==> config.mk <==
export PLATFORM = sky130hd
export DESIGN_NAME = down_timer
export DESIGN_NICKNAME = d
export VERILOG_FILES = /design/src/rtl/down_timer.sv
export SDC_FILE = /design/constraint.sdc
export NUM_CORES = 1
export LEC_CHECK = 0
export CORE_MARGIN = 2
export CORE_UTILIZATION = 52
export CTS_CLUSTER_SIZE = 20
export DETAILED_ROUTE_END_ITERATION = 16
export DONT_BUFFER_PORTS = 1
export GPL_TIMING_DRIVEN = 0
export PLACE_DENSITY_LB_ADDON = 0.12
export SYNTH_ARGS = -nofsm -noshare
export SYNTH_HDL_FRONTEND = slang
export SYNTH_SLANG_ARGS = --single-unit
==> constraint.sdc <==
create_clock -name clk -period 3.72 [get_ports clk]
set_clock_uncertainty 0.1 [all_clocks]
set_input_delay 0.93 -clock clk [delete_from_list [all_inputs] [get_ports clk]]
set_output_delay 0.93 -clock clk [all_outputs]
set_load 0.05 [all_outputs]
==> src/rtl/down_timer.sv <==
// down_timer: loadable down-counting timer with programmable prescaler.
//
// Counts a start value down to zero, one step per tick, where a tick occurs every
// prescale+1 enabled cycles. On reaching zero it emits a one-cycle tc_pulse and then
// either reloads (periodic) or stops in DONE and raises the sticky done flag (one-shot).
//
// Ports:
//   clk      - rising-edge clock
//   reset    - asynchronous, active-high reset
//   enable   - count enable; prescaler and count freeze while low
//   load     - start/reload value, sampled at start and at each periodic reload
//   start    - single-cycle request to (re)load and run; ignored when load == 0
//   stop     - single-cycle request to abort a run; no effect outside RUN
//   periodic - 1 = auto-reload on terminal count, 0 = one-shot
//   prescale - tick every prescale+1 enabled cycles (compared live)
//   count    - current count value
//   busy     - high while running
//   tc_pulse - one-cycle pulse on terminal count
//   done     - sticky one-shot completion flag, cleared by start or reset
module down_timer #(
  parameter int unsigned WIDTH      = 8,
  parameter int unsigned PRESCALE_W = 4
) (
  input  logic                  clk,
  input  logic                  reset,
  input  logic                  enable,
  input  logic [WIDTH-1:0]      load,
  input  logic                  start,
  input  logic                  stop,
  input  logic                  periodic,
  input  logic [PRESCALE_W-1:0] prescale,
  output logic [WIDTH-1:0]      count,
  output logic                  busy,
  output logic                  tc_pulse,
  output logic                  done
);

  typedef enum logic [1:0] {
    StIdle = 2'd0,
    StRun  = 2'd1,
    StDone = 2'd2
  } state_e;

  state_e                state_q;
  logic [PRESCALE_W-1:0] presc_q;

  logic load_nz;
  assign load_nz = (load != '0);

  always_ff @(posedge clk or posedge reset) begin
    if (reset) begin
      state_q  <= StIdle;
      presc_q  <= '0;
      count    <= '0;
      busy     <= 1'b0;
      tc_pulse <= 1'b0;
      done     <= 1'b0;
    end else begin
      tc_pulse <= 1'b0;
      if (stop && state_q == StRun) begin
        // Abort: count holds, done untouched.
        state_q <= StIdle;
        busy    <= 1'b0;
        presc_q <= '0;
      end else if (start && load_nz) begin
        state_q <= StRun;
        busy    <= 1'b1;
        count   <= load;
        presc_q <= '0;
        done    <= 1'b0;
      end else if (state_q == StRun && enable) begin
        if (presc_q == prescale) begin
          presc_q <= '0;
          if (count > WIDTH'(1)) begin
            count <= count - WIDTH'(1);
          end else begin
            // Terminal count; RUN always holds count >= 1 so this is count == 1.
            tc_pulse <= 1'b1;
            if (periodic && load_nz) begin
              count <= load;
            end else begin
              count   <= '0;
              state_q <= StDone;
              busy    <= 1'b0;
              done    <= 1'b1;
            end
          end
        end else begin
          // Wraps through 2^PRESCALE_W if prescale was lowered below the counter.
          presc_q <= presc_q + PRESCALE_W'(1);
        end
      end
    end
  end

endmodule

==> results.cfg, run 1 <==
[layout]
drive_gt1_frac = 0.1750
multi_input_area_um2 = 658.1
areaGrowthSynthToFinish_pct = 6.285
fillCellCount = 176
nets = 142
num_antenna_cells = 0
seq_area_um2 = 400.4

[floorplanning]
initial_core_util = 0.5569
die_h_um = 50.30
core_area_mm2 = 0.002002
die_area_mm2 = 0.002530
ios = 29
die_x_um = 50.30
num_rows = 16

[synth]
synthMuxAreaShare = 0.01908
synth_top_family_by_area = compound AO/OA/AOI/OAI gates
ys_ff_latch = 16
synthXorXnorAreaFrac = 0.05499
syn_area_mm2 = 0.001115
synth_fp_nets = 137
synthAdderAreaFrac = 0.03367
synth_compound_area_frac = 0.2480
synth-simple-area-share = 0.2346
yosysWarnings = 0
synth_cell_types = 42
ys_seq_area_frac = 0.3591
avgSynthCellArea_um2 = 9.611
syn_inst = 116

[route]
post_drt_wl_per_cell_um = 17.05
first_pass_iters = 4
vias = 922
ant_nets = 0
wirelength_mm = 2.507
drc = 0
drt_iter0_drc = 24
via_per_inst = 6.272

[cts]
cts-root-buf = clkbuf_4
clk_path_buf_depth = 2
cts_hold_buf = 0
path_clk_slew_ns = 0.10
cts_made_buffers = 3
cts_tree = done
htreeDepth = 1
cts.sinks = 16
insertion_delay_ns = 0.29
cts.repair.resized = 0
cts_setup_buffers = 0

[timing]
setup_tns_ns = 0
drv_slew = 0
hold_ws_ns = 0.4294
worst_pin_slew_ns = 0.6242
finalHoldViolCount = 0
relSlewSlack = 0.5838
rsz0062_at_grt = no
max_freq_mhz = 390.2
finalCritPeriodShare = 0.6890
min_period_ns = 2.563
setup-violations-final = 0

[critical_path]
cp_max_fo = 8
critPathLaunchType = flip-flop
crit_arrival_ns = 2.64
path_class = flip-flop to flip-flop
cp-end-kind = flip-flop
required_ns = 3.79

[worst_hold_path]
hp-class = flip-flop to flip-flop

[grt]
antenna_found_initial = 0
gr-usage-met2 = 0.3289
global_route.usage.met1 = 0.2822
grt_usage = 0.2165
grt_max_degree = 17
grt_use_met3 = 0.07440
grt_pass1_vias = 955
grt.overflow.total = 0
grt_pass1_wl_mm = 4.126
grt_most_used_layer = met2

[placed_design]
portBuffers = 0
hpwlAfterDp_mm = 1.937
place_congestion = 0.8347

[power_and_ir_drop]
irDropWorstVdd_uv = 331.3
p_leak_nw = 0.4640
power_density_mw_per_mm2 = 594.5

[run]
cap_violations = 0

[outcome]
status = complete, no violations
-- metrics by stage --
stage                     setup slack [ns]  utilization  instance area [um2]  power [mW]  std cells
final                                1.157       0.5919                 1185      0.7044        147
after global routing                 1.033       0.5919                 1185      0.7516        147
after global placement               1.226       0.5738                 1149      0.5790        143
after detailed placement             1.178       0.5738                 1149      0.5882        143
after CTS                            1.162       0.5919                 1185      0.7078        147
after floorplan                      1.402            -                 1115      0.5369        116
-- routing by layer --
| layer | wire length [um] | up-vias |
|---|---|---|
| met1 | 1106 | 442 |
| met3 | 240 | 0 |
| met2 | 1160 | 41 |
| met4 | 0 | 0 |
| li1 | - | 439 |
| met5 | 0 | - |
-- kinds of logic (layout without fill, tap and decap cells) --
| family | after synthesis | in the layout |
|---|---|---|
| fa+ha+maj | 3 | 3 |
| flops | 16 | 16 |
| xor+xnor | 7 | 7 |
| mux | 2 | 2 |
| compound gates | 36 | 36 |
| buf+inv | 10 | 14 |
| simple gates | 42 | 42 |
-- area by class of cell --
cell class	count	share of cell area
multi-input combinational	90	0.5554
sequential	16	0.3379
clock buffer	4	0.03062
buffer	4	0.02851
tap	27	0.02851
inverter	6	0.01901
-- flip-flops by register name (all words and copies together), names as in the netlist --
name and cells:
done 1, state_q 2, presc_q 4, count 8
tc_pulse 1
-- report_power, final --
group	internal (mW)	switching, mW	leakage, nW
registers	0.206	0.171	0.206
clock network	0.0596	0.0581	0.0210
logic	0.0855	0.124	0.237
-- final timing paths --
path | start | to | slack [ns] | cells after the start
setup / recovery | count[0] | count[0] | 1.16 | 8
min in group asynchronous | reset | count[2] | 0.48 | 1
hold / removal | state_q[1] | state_q[1] | 0.43 | 1
hold reg to reg | state_q[1] | state_q[1] | 0.43 | 1
max in group asynchronous | reset | count[1] | 2.66 | 1
setup reg to reg | count[0] | count[0] | 1.16 | 8
-- placed cells by master, fill, tap and decap left out, drive strengths merged --
cell type,count
buf,4
xnor2,5
a21o,1
a211oi,2
nor4,5
o22a,1
xor2,2
nor2,12
nand3,4
nor3,4
o22ai,4
a21boi,1
and3,1
o221ai,1
mux2,1
a32oi,3
a311oi,1
a21oi,9
o21bai,1
a22o,1
or2,2
mux2i,1
nand2,10
clkbuf,4
o31ai,1
a2111oi,1
ha,3
and3b,2
dfrtp,16
o21ai,7
nand3b,1
o21a,1
inv,6
nand4,1
a2bb2oi,1
-- worst max-delay path, stage by stage (launching register included) --
cell and delay (ns):
dfrtp_1 0.71, inv_1 0.19, ha_1 0.33, or2_1 0.28, and3_1 0.16, buf_4 0.17
a21o_4 0.25, o221ai_1 0.17, a21oi_1 0.09
-- cells in the mapped netlist --
cell type	instances	area, um2
nor4_1	1	6.260
a2111oi_4	1	27.53
a2bb2oi_2	1	15.01
o31ai_1	1	7.510
a311oi_1	1	8.760
o21bai_1	1	7.510
inv_1	6	22.52
nand3_1	4	20.02
nand2_1	9	33.78
buf_4	3	22.52
a32oi_1	3	26.28
nand4_1	1	6.260
a21oi_1	7	35.03
nor3_2	1	10.01
and3b_1	2	17.52
xor2_1	2	17.52
ha_1	3	37.54
nor4_2	2	25.02
dfrtp_1	16	400.4
nor3_1	3	15.01
o21ai_1	4	20.02
nor2_1	11	41.29
a21oi_2	2	17.52
a22o_1	1	8.760
o21a_1	1	7.510
xnor2_1	5	43.79
and3_1	1	6.260
a21boi_1	1	7.510
o22ai_1	4	25.02
a21o_4	1	15.01
o21ai_0	3	15.01
nand3b_1	1	7.510
nand2_2	1	6.260
mux2i_1	1	10.01
buf_6	1	11.26
nor4_4	2	42.54
nor2_4	1	11.26
o221ai_1	1	8.760
mux2_2	1	11.26
o22a_1	1	8.760
or2_1	2	12.51
a211oi_1	2	15.01
(Power assumes the default switching activity.)
==> run 2, diff against run 1 <==
- clock period: 3.72 -> 2.4 ns (I/O delays scaled with it)
==> results.cfg, run 2 (same netlist as run 1, synthesis figures left out) <==
[outcome]
status = complete, no violations

[floorplanning]
core_area_mm2 = 0.002002
num_rows = 16
initial_core_util = 0.5569
ios = 29
die_x_um = 50.30
die_h_um = 50.30
die_area_mm2 = 0.002530

[critical_path]
r2r-start = count[0]
ff2ff_setup_slack_ns = 0.11
crit_arrival_ns = 2.37
cp-end-kind = flip-flop
reg2reg_to = count[0]
cp_max_fo = 8
critPathLaunchType = flip-flop
path_class = flip-flop to flip-flop
required_ns = 2.47
reg2reg_depth = 8

[grt]
grt.overflow.total = 0
grt_usage = 0.2165
grt_max_degree = 17
grt_pass1_vias = 955
antenna_found_initial = 0
grt_pass1_wl_mm = 4.126

[cts]
htreeDepth = 1
cts_tree = done
cts-root-buf = clkbuf_4
cts.sinks = 16
insertion_delay_ns = 0.29
cts_made_buffers = 3
path_clk_slew_ns = 0.10
cts_setup_buffers = 0
clk_path_buf_depth = 2
cts_hold_buf = 0

[worst_hold_path]
hp-class = primary input to async pin

[layout]
fillCellCount = 177
drive_gt1_frac = 0.2000
final_cell_mix = 14 x dfrtp_1, 11 x nor2_1, 9 x nand2_1
seq_area_um2 = 402.9
nets = 142
multi_input_area_um2 = 660.6
final_common_cell = dfrtp_1
final_area_mm2 = 0.001190
largest_reg_flops = 8
num_antenna_cells = 0
reg_top3 = count: 8 flops, presc_q: 4 flops, state_q: 2 flops
regMostFlops = count
areaGrowthSynthToFinish_pct = 6.734

[timing]
finalHoldViolCount = 0
setup-violations-final = 0
rsz0062_at_grt = no
relSlewSlack = 0.5852
worst_pin_slew_ns = 0.6222
max_freq_mhz = 435.8
finalCritPeriodShare = 0.9562
drv_slew = 0
min_period_ns = 2.295

[route]
ant_nets = 0
drt_iter0_drc = 29
vias = 918
wirelength_mm = 2.495
post_drt_wl_per_cell_um = 16.97
drc = 0
via_per_inst = 6.245
first_pass_iters = 4

[power_and_ir_drop]
p_leak_nw = 0.4604
power_density_mw_per_mm2 = 923.1
irDropWorstVdd_uv = 514.0
finalPower_mw = 1.098

[placed_design]
dpl_cell_area_mm2 = 0.001149
hpwlAfterDp_mm = 1.937
portBuffers = 0
place_congestion = 0.8347

[run]
cap_violations = 0
==> run 2: cell count changes in the layout (fill, tap and decap cells not counted) <==
cell	delta
ha_2	+1
dfrtp_2	+2
ha_1	-1
dfrtp_1	-2
==> run 2: critical path: stages, from the launching register on <==
cell	delay (ns)
dfrtp_2	0.57
inv_1	0.15
ha_2	0.26
or2_1	0.26
and3_1	0.16
buf_4	0.17
a21o_4	0.25
o221ai_1	0.16
a21oi_1	0.09
==> run 2: cell type report <==
type | instances | area share
inverters | 6 | 0.01893
plain buffers | 4 | 0.02839
flip-flops and latches | 16 | 0.3386
multi-input cells | 90 | 0.5552
clock buffers | 4 | 0.03049
well taps | 27 | 0.02839
==> run 2: worst max path at each step <==
stage | start | cells past startpoint | to | slack [ns]
6_report | count[0] | 8 | count[0] | 0.11
5_1_grt | count[0] | 8 | count[0] | 0.005
4_1_cts | count[0] | 8 | count[0] | 0.05
3_5_place_dp | count[0] | 8 | count[0] | -0.14
3_3_place_gp | count[0] | 8 | count[0] | -0.09
2_1_floorplan | count[0] | 8 | count[0] | 0.08
==> run 2: stage by stage <==
stage,util,cells,hold WS [ns],setup WS [ns],setup TNS (ns)
6_report,0.5944,147,0.1476,0.1052,0
5_1_grt,0.5944,147,0.2204,0.005420,0
4_1_cts,0.5931,147,0.1763,0.04851,0
3_5_place_dp,0.5738,143,0.4208,-0.1420,-0.8180
3_3_place_gp,0.5738,143,0.4001,-0.09437,-0.4572
2_1_floorplan,-,116,0.3839,0.08184,0
==> run 2: timing repair <==
item | 4_1_cts | 5_1_grt
resized for setup | 2 | 1
pin swaps | 0 | 0
setup endpoints to repair | 8 | 6
==> run 2: layer usage <==
layer	global-route usage	up-vias	share of wire
met3	0.07440	0	0.083
li1	-	440	-
met1	0.2822	438	0.44
met2	0.3289	40	0.47
met4	0.08559	0	0
met5	0	-	0
==> run 2: power breakdown <==
group	leakage (nW)	switching, mW	internal [mW]
logic	0.235	0.194	0.135
registers	0.204	0.265	0.321
clock network	0.0210	0.0911	0.0924
total	0.460	0.550	0.548
==> run 3, diff against run 2 <==
- CORE_UTILIZATION: 52 -> 46
- CTS_CLUSTER_SIZE: 20 -> 12
- DONT_BUFFER_PORTS: 1 -> not set
==> results.cfg, run 3 (same netlist as run 1, synthesis figures left out) <==
[critical_path]
cp-end-kind = output port
critPathLaunchType = flip-flop
cpLargestDelayFamily = buffers and inverters
slowest_stage = clkdlybuf4s50_1
path_class = flip-flop to output port
required_ns = 1.70
cp_max_fo = 6
cp_cell_sequence = clkdlybuf4s50_1
cp.buffers_inverters = 1
crit_arrival_ns = 1.60
max_stage_delay_ns = 0.85

[worst_hold_path]
hp-class = flip-flop to flip-flop

[timing]
worst_pin_slew_ns = 0.6196
setup_tns_ns = 0
setup-violations-final = 0
hold_ws_ns = 0.4316
finalHoldViolCount = 0
relSlewSlack = 0.5865
max_freq_mhz = 434.9
drv_slew = 0
rsz0062_at_grt = no
finalCritPeriodShare = 0.9581
min_period_ns = 2.300

[grt]
grt_pass1_wl_mm = 4.409
grt_pass1_vias = 978
grt.overflow.total = 0
antenna_found_initial = 0
grt_usage = 0.2187
grt_max_degree = 17

[layout]
largest_reg_flops = 8
final_cell_mix = 28 x clkdlybuf4s50_1, 16 x dfrtp_1, 11 x nor2_1
areaGrowthSynthToFinish_pct = 31.54
final_common_cell = clkdlybuf4s50_1
regMostFlops = count
num_antenna_cells = 0
drive_gt1_frac = 0.1419
nets = 170
reg_top3 = count: 8 flops, presc_q: 4 flops, state_q: 2 flops

[cts]
htreeDepth = 1
cts.repair.resized = 0
cts.sinks = 16
path_clk_slew_ns = 0.10
cts_made_buffers = 3
clk_path_buf_depth = 2
cts_setup_buffers = 0
cts_tree = done
insertion_delay_ns = 0.28
cts_hold_buf = 0
cts-root-buf = clkbuf_4

[floorplanning]
ios = 29
die_x_um = 53.23
initial_core_util = 0.4945
num_rows = 17
core_area_mm2 = 0.002255
die_area_mm2 = 0.002833
die_h_um = 53.23

[route]
ant_nets = 0
drt_iter0_drc = 14
first_pass_iters = 4
vias = 996
wirelength_mm = 2.615
post_drt_wl_per_cell_um = 14.86
drc = 0
via_per_inst = 5.659

[power_and_ir_drop]
p_seq_frac = 0.325
finalPower_mw = 1.219
pwr-share-clk = 0.149
p_switching_mw = 0.5651
power_density_mw_per_mm2 = 831.2
p_leak_nw = 0.5717
irDropWorstVdd_uv = 654.4
p_comb_frac = 0.526
p_int_mw = 0.6537
switching_share = 0.4637

[run]
cap_violations = 0

[placed_design]
place_congestion = 0.8765
portBuffers = 28
hpwlAfterDp_mm = 2.082

[outcome]
status = complete, no violations
-- run 3: path summary, 6_finish.rpt --
path | start | to | slack, ns | cells after the start
max | count[2] | count[2] | 0.10 | 1
max in group asynchronous | reset | count[5] | 1.22 | 2
max reg2reg | count[0] | count[0] | 0.22 | 8
min in group asynchronous | reset | count[3] | 0.58 | 2
min | state_q[1] | state_q[1] | 0.43 | 1
min reg2reg | state_q[1] | state_q[1] | 0.43 | 1
-- run 3: per-stage QoR --
stage,instances,setup WS [ns],cell area (um2),util
after floorplan,116,0.08184,1115,-
after global placement,172,0.02627,1430,0.6343
after detailed placement,172,-0.01356,1430,0.6343
after CTS,176,0.09572,1466,0.6504
after global routing,176,0.03478,1466,0.6504
final,176,0.1004,1466,0.6504
-- run 3: layout make-up --
class	count	area [um2]
multi-input combinational	90	658.1
clock buffer	4	36.28
fill	209	788.3
buffer	4	33.78
inverter	6	22.52
sequential	16	400.4
tap	28	35.03
timing repair buffer	28	280.3
-- run 3: power by group through the flow --
stage	registers, mW	clock network [mW]	logic [mW]
finish	0.396	0.181	0.641
global route	0.410	0.198	0.696
CTS	0.397	0.186	0.642
detailed placement	0.402	0	0.640
global placement	0.399	0	0.633
floorplan	0.570	0	0.262
-- run 3: metal layers --
metal,global-route usage,wire length (um)
met5,0,0
met4,0.07692,27
met3,0.02825,127
met2,0.3436,1235
met1,0.3051,1225
